`src/rtl/inst_rom_arbiter_pkg.sv`:
```
// Shared definitions for the instruction ROM arbiter: FSM encodings, port indices
// and default bus widths.
package inst_rom_arbiter_pkg;

   localparam int INST_ADDR_BUS_W = 32;
   localparam int INST_BUS_W      = 32;

   localparam logic ARB_PORT_CPU = 1'b0;
   localparam logic ARB_PORT_DBG = 1'b1;

   typedef enum logic [1:0] {
      ARB_IDLE   = 2'd0,
      ARB_ACCESS = 2'd1,
      ARB_RESP   = 2'd2
   } arb_state_e;

   function automatic logic addr_misaligned(input logic [1:0] i_lsb);
      return |i_lsb;
   endfunction

endpackage

```
`src/rtl/inst_rom_arbiter_rr_arbiter2.sv`:
```
// Two-way round-robin picker: combinational winner from the current requests,
// last_grant register advanced whenever a grant is taken.
module rr_arbiter2
   import inst_rom_arbiter_pkg::*;
(
   input  logic       clk,
   input  logic       rst,
   input  logic [1:0] i_req,
   input  logic       i_en,
   output logic       o_win,
   output logic       o_any
);

   logic r_last_grant;

   always_comb begin
      o_any = |i_req;
      if (&i_req)
         o_win = ~r_last_grant;
      else
         o_win = i_req[1];
   end

   // Reset to the debug port so the CPU wins the first tie.
   always_ff @(posedge clk or posedge rst) begin
      if (rst)
         r_last_grant <= ARB_PORT_DBG;
      else if (i_en && o_any)
         r_last_grant <= o_win;
   end

endmodule

```
`src/rtl/inst_rom_arbiter.sv`:
```
// Shares the single-port instruction ROM between CPU fetch (port 0) and debug (port 1).
// Optional alignment check enabled by ROM_ARB_ALIGN_CHECK_EN (adds err_o).
//
// state      | meaning
// ARB_IDLE   | no access in flight, arbitrate on any request
// ARB_ACCESS | rom_ce_o held ROM_LATENCY cycles, then sample rom_data_i
// ARB_RESP   | rvalid pulse for the served port, arbitrate for back-to-back service
module inst_rom_arbiter
   import inst_rom_arbiter_pkg::*;
#(
   parameter int ADDR_W      = INST_ADDR_BUS_W,
   parameter int DATA_W      = INST_BUS_W,
   parameter int ROM_LATENCY = 1
) (
   input  logic              clk,
   input  logic              rst,
   input  logic              req0_i,
   input  logic [ADDR_W-1:0] addr0_i,
   output logic              gnt0_o,
   output logic              rvalid0_o,
   input  logic              req1_i,
   input  logic [ADDR_W-1:0] addr1_i,
   output logic              gnt1_o,
   output logic              rvalid1_o,
   output logic [DATA_W-1:0] rdata_o,
   output logic              rom_ce_o,
   output logic [ADDR_W-1:0] rom_addr_o,
   input  logic [DATA_W-1:0] rom_data_i,
`ifdef ROM_ARB_ALIGN_CHECK_EN
   output logic              err_o,
`endif
   output logic              busy_o
);

   localparam int CNT_W = (ROM_LATENCY > 1) ? $clog2(ROM_LATENCY) : 1;
   localparam logic [CNT_W-1:0] CNT_LAST = CNT_W'(ROM_LATENCY - 1);

   arb_state_e        r_state;
   logic [CNT_W-1:0]  r_cnt;
   logic              r_sel;

   logic              w_arb_en;
   logic              w_win;
   logic              w_any;
   logic [ADDR_W-1:0] w_addr;
   logic              w_ce_on_grant;

   assign w_arb_en = (r_state == ARB_IDLE) || (r_state == ARB_RESP);
   assign w_addr   = w_win ? addr1_i : addr0_i;

`ifdef ROM_ARB_ALIGN_CHECK_EN
   logic r_misal;
   logic w_misal;
   assign w_misal       = addr_misaligned(w_addr[1:0]);
   assign w_ce_on_grant = ~w_misal;
`else
   assign w_ce_on_grant = 1'b1;
`endif

   rr_arbiter2 u_rr (
      .clk   (clk),
      .rst   (rst),
      .i_req ({req1_i, req0_i}),
      .i_en  (w_arb_en),
      .o_win (w_win),
      .o_any (w_any)
   );

   always_ff @(posedge clk or posedge rst) begin
      if (rst) begin
         r_state    <= ARB_IDLE;
         r_cnt      <= '0;
         r_sel      <= ARB_PORT_CPU;
         gnt0_o     <= 1'b0;
         gnt1_o     <= 1'b0;
         rvalid0_o  <= 1'b0;
         rvalid1_o  <= 1'b0;
         rdata_o    <= '0;
         rom_ce_o   <= 1'b0;
         rom_addr_o <= '0;
         busy_o     <= 1'b0;
`ifdef ROM_ARB_ALIGN_CHECK_EN
         r_misal    <= 1'b0;
         err_o      <= 1'b0;
`endif
      end else begin
         gnt0_o    <= 1'b0;
         gnt1_o    <= 1'b0;
         rvalid0_o <= 1'b0;
         rvalid1_o <= 1'b0;
`ifdef ROM_ARB_ALIGN_CHECK_EN
         err_o     <= 1'b0;
`endif
         case (r_state)
            ARB_IDLE, ARB_RESP: begin
               if (w_any) begin
                  r_sel      <= w_win;
                  rom_addr_o <= w_addr;
                  gnt0_o     <= (w_win == ARB_PORT_CPU);
                  gnt1_o     <= (w_win == ARB_PORT_DBG);
                  rom_ce_o   <= w_ce_on_grant;
                  r_cnt      <= '0;
                  busy_o     <= 1'b1;
                  r_state    <= ARB_ACCESS;
`ifdef ROM_ARB_ALIGN_CHECK_EN
                  r_misal    <= w_misal;
`endif
               end else begin
                  busy_o  <= 1'b0;
                  r_state <= ARB_IDLE;
               end
            end
            ARB_ACCESS: begin
`ifdef ROM_ARB_ALIGN_CHECK_EN
               // Misaligned grant: skip the ROM, answer with zero data and an error.
               if (r_misal) begin
                  r_misal   <= 1'b0;
                  rdata_o   <= '0;
                  err_o     <= 1'b1;
                  rvalid0_o <= (r_sel == ARB_PORT_CPU);
                  rvalid1_o <= (r_sel == ARB_PORT_DBG);
                  r_cnt     <= '0;
                  r_state   <= ARB_RESP;
               end else
`endif
               if (r_cnt == CNT_LAST) begin
                  rdata_o   <= rom_data_i;
                  rom_ce_o  <= 1'b0;
                  rvalid0_o <= (r_sel == ARB_PORT_CPU);
                  rvalid1_o <= (r_sel == ARB_PORT_DBG);
                  r_cnt     <= '0;
                  r_state   <= ARB_RESP;
               end else begin
                  r_cnt <= r_cnt + 1'b1;
               end
            end
            default: begin
               rom_ce_o <= 1'b0;
               busy_o   <= 1'b0;
               r_state  <= ARB_IDLE;
            end
         endcase
      end
   end

endmodule
```
`config.mk`:
```
export PLATFORM = sky130hd
export DESIGN_NAME = inst_rom_arbiter
export DESIGN_NICKNAME = d
export VERILOG_FILES = /design/src/rtl/inst_rom_arbiter_pkg.sv /design/src/rtl/inst_rom_arbiter_rr_arbiter2.sv /design/src/rtl/inst_rom_arbiter.sv
export SDC_FILE = /design/constraint.sdc
export NUM_CORES = 1
export LEC_CHECK = 0
export BUFFER_PORTS_ARGS = -buffer_cell sky130_fd_sc_hd__buf_2
export CORE_MARGIN = 1.5
export CORE_UTILIZATION = 45
export CTS_CLUSTER_SIZE = 28
export DETAILED_ROUTE_END_ITERATION = 10
export GPL_ROUTABILITY_DRIVEN = 0
export PLACE_DENSITY = 0.92
export SLEW_MARGIN = 20
export SYNTH_ARGS = -nofsm -noshare
export SYNTH_HDL_FRONTEND = slang
export SYNTH_SLANG_ARGS = --single-unit
```
`constraint.sdc`:
```
create_clock -name clk -period 4.56 [get_ports clk]
set_input_delay 0.456 -clock clk [delete_from_list [all_inputs] [get_ports clk]]
set_output_delay 0.456 -clock clk [all_outputs]
set_load 0.005 [all_outputs]
```
* Word-level counts from Yosys, hierarchy flattened
Cells that the tools add are included.
** Storage, ports and cells
- Flip-flop bits (word level) :: 75
- Bits of input ports :: 100
- Output and inout bits :: 70
- Word-level logic and storage cells :: 53
** Operators by class
- Add/subtract/negate cells :: 1
- Eq/ne operators :: 4
- Multiplexer cells :: 21
- Bitwise operators :: 4
- Reduce and logical (&&, ||, !) cells :: 11
** Operators with widths (count)
- $mux 32 :: 1
- $mux 1 :: 15
- $reduce_and 2->1 :: 5
- $pmux 1 s2 :: 3
- $not 1->1 :: 4
- $pmux 2 s2 :: 1
- $reduce_or 2->1 :: 2
- $eq 2x1->1 const B :: 1
- $eq 2x2->1 const B :: 1
- $logic_not 2->1 :: 1
- $mux 2 :: 1
- $ne 2x1->1 const B :: 1
- $ne 2x2->1 const B :: 1
- $reduce_bool 2->1 :: 1
- $add 1x1->1 const B :: 1
- $logic_and 1x1->1 :: 1
- $logic_or 1x1->1 :: 1

* Logic depth before layout (Yosys ltp)
- Word-level depth :: 5
- Depth in mapped cells :: 5
- Gate-level depth less buffers :: 4

* By module
A second synthesis with hierarchy kept.
** Second synthesis, totals
- Cells, all modules :: 200
- Area, all modules :: 3350.7 um2
** Modules (own cells, without submodules)
- inst_rom_arbiter :: times used 1, cells each 194, area an instance 3295.7 um2, sequential area each 1826.8 um2
- rr_arbiter2 :: times used 1, cells each 6, area an instance 55.1 um2, sequential area each 26.3 um2

* Worst setup path after synthesis
OpenSTA, ideal clock, no wires.
- Kind :: flip-flop to flip-flop
- From :: register r_state[0]
- To :: register rdata_o[0]
- Library setup time :: 0.125 ns
- Arrival :: 1.081 ns
- Data required time :: 4.435 ns
- Slack :: 3.354 ns
- Stages on the path, launching flop included :: 5
- Buffers on the path :: 2
- Period minus slack after synthesis :: 1.206 ns
- Cell sequence :: dfrtp_1 -> nand2b_1 -> buf_4 -> buf_6 -> mux2_4
** On the way
- Cells in the longest elaborated chain, start to end :: 2
** Ends and longest elaborated chain
- start, declared :: RTL line inst_rom_arbiter.sv:38 : arb_state_e r_state;
- start signal, assigned :: RTL line inst_rom_arbiter.sv:71 : r_state <= ARB_IDLE;
- start signal, assigned :: RTL line inst_rom_arbiter.sv:104 : r_state <= ARB_ACCESS;
- start signal, assigned :: RTL line inst_rom_arbiter.sv:110 : r_state <= ARB_IDLE;
- $eq 2x1->1 :: RTL line inst_rom_arbiter.sv:94 : case (r_state)
- $reduce_and 2->1 (no source line)
- end signal, assigned :: RTL line inst_rom_arbiter.sv:127 : rdata_o <= rom_data_i;
- end, declared :: RTL line inst_rom_arbiter.sv:25 : output logic [DATA_W-1:0] rdata_o,
Every way passes these cells.
A chain may end at the register's enable or synchronous reset.

* Final worst setup path
- From :: register u_rr.r_last_grant
- To :: register rom_addr_o[17]
** On the way
- Cells in the longest elaborated chain, start to end :: 3
** Ends and longest elaborated chain
- start, declared :: RTL line inst_rom_arbiter_rr_arbiter2.sv:14 : logic r_last_grant;
- start signal, assigned :: RTL line inst_rom_arbiter_rr_arbiter2.sv:29 : r_last_grant <= o_win;
- $not 1->1 :: RTL line inst_rom_arbiter_rr_arbiter2.sv:19 : o_win = ~r_last_grant;
- $mux 1 :: RTL line inst_rom_arbiter_rr_arbiter2.sv:18 : if (&i_req)
- $mux 32 :: RTL line inst_rom_arbiter.sv:49 : assign w_addr = w_win ? addr1_i : addr0_i;
- end signal, assigned :: RTL line inst_rom_arbiter.sv:98 : rom_addr_o <= w_addr;
- end, declared :: RTL line inst_rom_arbiter.sv:27 : output logic [ADDR_W-1:0] rom_addr_o,
Every way passes these cells.

==> impl_results.md <==
* Number of fill cells at just under 600
* Maximum count of clock buffers along a single path at 2
* Post-Syn Area at ~3300 um^2
* Endpoint type of the worst setup path: register
* Synth Area in Simple Gates at 0.0801
* Critical path buffers and inverters at 0
* Via count of the first global-routing pass at 2,642
* Avg Vias per Cell at 4.84
* Result of the run: complete, no violations
* Max-cap violations at 0
* Relative area change from synthesis to final layout at 31.3%
* Crit start category: register
* Clock buffer count from CTS at 9
* Placement Rows at 30
* Hold buffer count at cts at 0
* Cell area reported after detailed placement at 4090 um^2
* Placed cell count at 518
* Antenna diodes at 0
* Flip-flop and latch count after synthesis at 74
* Clock tree from TritonCTS: built
* Total half-perimeter wirelength after legalization and detailed placement at between 5 and 6 mm
* Maximum number of pins on one net before global-route repair at between 40 and 50
* Count of instances resized after the clock tree is built at 0
* Leakage component of the power at 2.20 nW
* Horizontal die dimension at 88.2 um
* Tightest Hold Check Type: input port to async pin
* Post-synthesis share of cell area spent on full adders, half adders and majority gates at 0
* Top FF cell, synth: sky130_fd_sc_hd__dfrtp_1
* Classification of the worst setup path: register to register
* Fraction of synthesized cell area taken by the top area cell type at 0.559
* Cell with the most instances after synthesis: sky130_fd_sc_hd__dfrtp_1
* Buffers added on ports at between 150 and 200
* Period utilization at 0.400
* Synthesized instance count at about 270
* Remaining antenna violation count after routing at 0
* Max-slew headroom at the worst pin at 0.289
* List of cells traversed by the critical path: a21bo_1 -> nand2_1 -> a21oi_2
* Number of flops mapped to enable cells by yosys at 0
* Overall Global Routing Usage at 0.199
* CP delay by family, top: compound AO/OA/AOI/OAI gates
* Syn Nets at between 300 and 400
* Number of nets in the final layout at 533
* Library cell occupying the most area in the post-synthesis netlist: sky130_fd_sc_hd__dfrtp_1
* CTS sink cnt at 74
* Worst slack on hold paths at 0.290 ns
* Height of the die at 88.2 um
* Area enclosed by the die boundary at just under 8000 um^2
* Total negative slack for setup checks at 0 ns
* Number of non-filler instances in the completed layout at 534
* Clock slew at reported path FFs at 0.08 ns
* Clk_lat worst skew at 0.33 ns
* Number of top-level pins at 170
* Share of final-layout standard cells stronger than drive strength 1 at 0.578
* Netlist cell types at 20
* Depth of the most critical reg-to-reg path at 3
* Core utilization of the finished layout at 0.621
* Initial antenna violation count at 0
* Total Routed Length at 7.73 mm
* Worst setup slack after placement at 2.54 ns
* Count of yosys warnings during synthesis at 0
* Dominant combinational cell family by area after synthesis: compound AO/OA/AOI/OAI gates
* Number of cells on the critical path at 3
* Fmax at between 500 and 600 MHz
* Fin. max-slew vios at 0
* WL per Instance at 14.5 um
* Number of failing hold endpoints at the final stage at 0
* Avg Cell Area, Syn at 12.1 um^2
* Max rail drop VDD at 0.316 mV
* Clock period minus final worst setup slack at approximately 1.8 ns
* Largest stage delay, worst path at ~0.82 ns
* Arrival time of data at the critical path endpoint at 2.08 ns
* Design Area, Final at 4290 um^2
* Overflow left after global routing at 0
* CTS Root Buffer Type: sky130_fd_sc_hd__clkbuf_8
* Initial Utilization at 0.473
* DRT iter0 DRCs at 89
* Core Box Area at 6910 um^2
* Required time of the worst setup path at 4.82 ns
* First-pass GRT wire length at 11.9 mm
* Unrepaired setup endpoints after global routing: false
* First-pass detailed-route iteration total at 4
* Number of setup buffers added after CTS at 0
* Multiplexer share of the synthesized area at 0.141
* Final total power at 1.95 mW
* Most frequent cells after synthesis: sky130_fd_sc_hd__dfrtp_1 (73), sky130_fd_sc_hd__nor2_1 (36), sky130_fd_sc_hd__a21oi_1 (35)
* Remaining design rule violation count at 0
* Synth top area cells: sky130_fd_sc_hd__dfrtp_1 (56%), sky130_fd_sc_hd__mux2_4 (12%), sky130_fd_sc_hd__a21oi_2 (8.0%), sky130_fd_sc_hd__a21oi_1 (5.4%), sky130_fd_sc_hd__nor2_1 (4.1%)
* Post-route setup slack at 2.74 ns
* CP max-delay cell: sky130_fd_sc_hd__a21bo_1
* Final Skew at 0.0106 ns
* # setup viols final at 0
* Sequential-to-total area share from yosys stat at 0.567
* Power Density at 456 nW/um^2
* Slew at the pin closest to its max-slew limit at 1.07 ns
* Synth Area in XOR/XNOR at 0
* H-tree depth at 3
* Share of async-settable or async-resettable flops after synthesis at 1.00
* Vias post-DR at around 2,600
* Largest fanout on the critical path at 34
* Synthesized-area fraction occupied by ao, oa, aoi and oai cells at 0.157
## per-layer routing
metal / part of all wire / vias up / track usage / routed length [um]
li1: - / 1232 / - / -
met1: 0.39 / 1234 / 0.223 / 2980
met2: 0.53 / 99 / 0.366 / 4130
met3: 0.055 / 17 / 0.0386 / 428
met4: 0.025 / 0 / 0.0895 / 190
met5: 0 / - / 0 / 0
## worst paths after layout
check,from,to,slack [ns]
worst min-delay path,rst,rdata_o[19],0.29
worst max-delay path,u_rr.r_last_grant,rom_addr_o[17],2.74
max in group asynchronous,rst,rom_addr_o[22],3.33
worst max register to register,u_rr.r_last_grant,rom_addr_o[17],2.74
min in group clk,rom_data_i[19],rdata_o[19],0.35
worst min register to register,r_sel,rvalid0_o,0.43
## power breakdown
part / internal, mW / switching, mW
registers: 0.814 / 0.0872
clock network: 0.254 / 0.234
logic: 0.306 / 0.260
total: 1.37 / 0.581
## sequential cells by signal, summed over array words and instances, names as in the netlist
| register | count |
|---|---|
| busy_o | 1 |
| gnt0_o | 1 |
| gnt1_o | 1 |
| r_sel | 1 |
| r_state | 2 |
| rdata_o | 32 |
| rom_addr_o | 32 |
| rom_ce_o | 1 |
| rvalid0_o | 1 |
| rvalid1_o | 1 |
| u_rr.r_last_grant | 1 |
## area by class of cell
type,count,area (um^2),share of cell area
flip-flops and latches,74,1850,0.432
multi-input cells,173,1240,0.290
repair buffers,170,853,0.199
clock buffers,10,128,0.0298
well taps,96,120,0.0280
clock inverters,6,67.6,0.0158
inverters,5,21.3,0.00496
## cells in the final DEF, fill, tap and decap left out, types with 2 or more instances in the layout
cell type                      n
sky130_fd_sc_hd__clkinv_4      2
sky130_fd_sc_hd__mux2_4       27
sky130_fd_sc_hd__inv_1         3
sky130_fd_sc_hd__dfrtp_1      73
sky130_fd_sc_hd__mux2_2        5
sky130_fd_sc_hd__clkinvlp_4    2
sky130_fd_sc_hd__nand2_1      32
sky130_fd_sc_hd__a21oi_2      30
sky130_fd_sc_hd__nor2_1       36
sky130_fd_sc_hd__a21oi_1      35
sky130_fd_sc_hd__clkbuf_8      9
sky130_fd_sc_hd__buf_2       169
sky130_fd_sc_hd__a21o_1        2
## logic make-up after synthesis
logic type,count (synthesis)
muxes,32
DFF,74
AOI/OAI and AO/OA,72
and+or+nand+nor,69
buffers and inverters,22
Note: power is estimated with default switching activity, not from simulation.
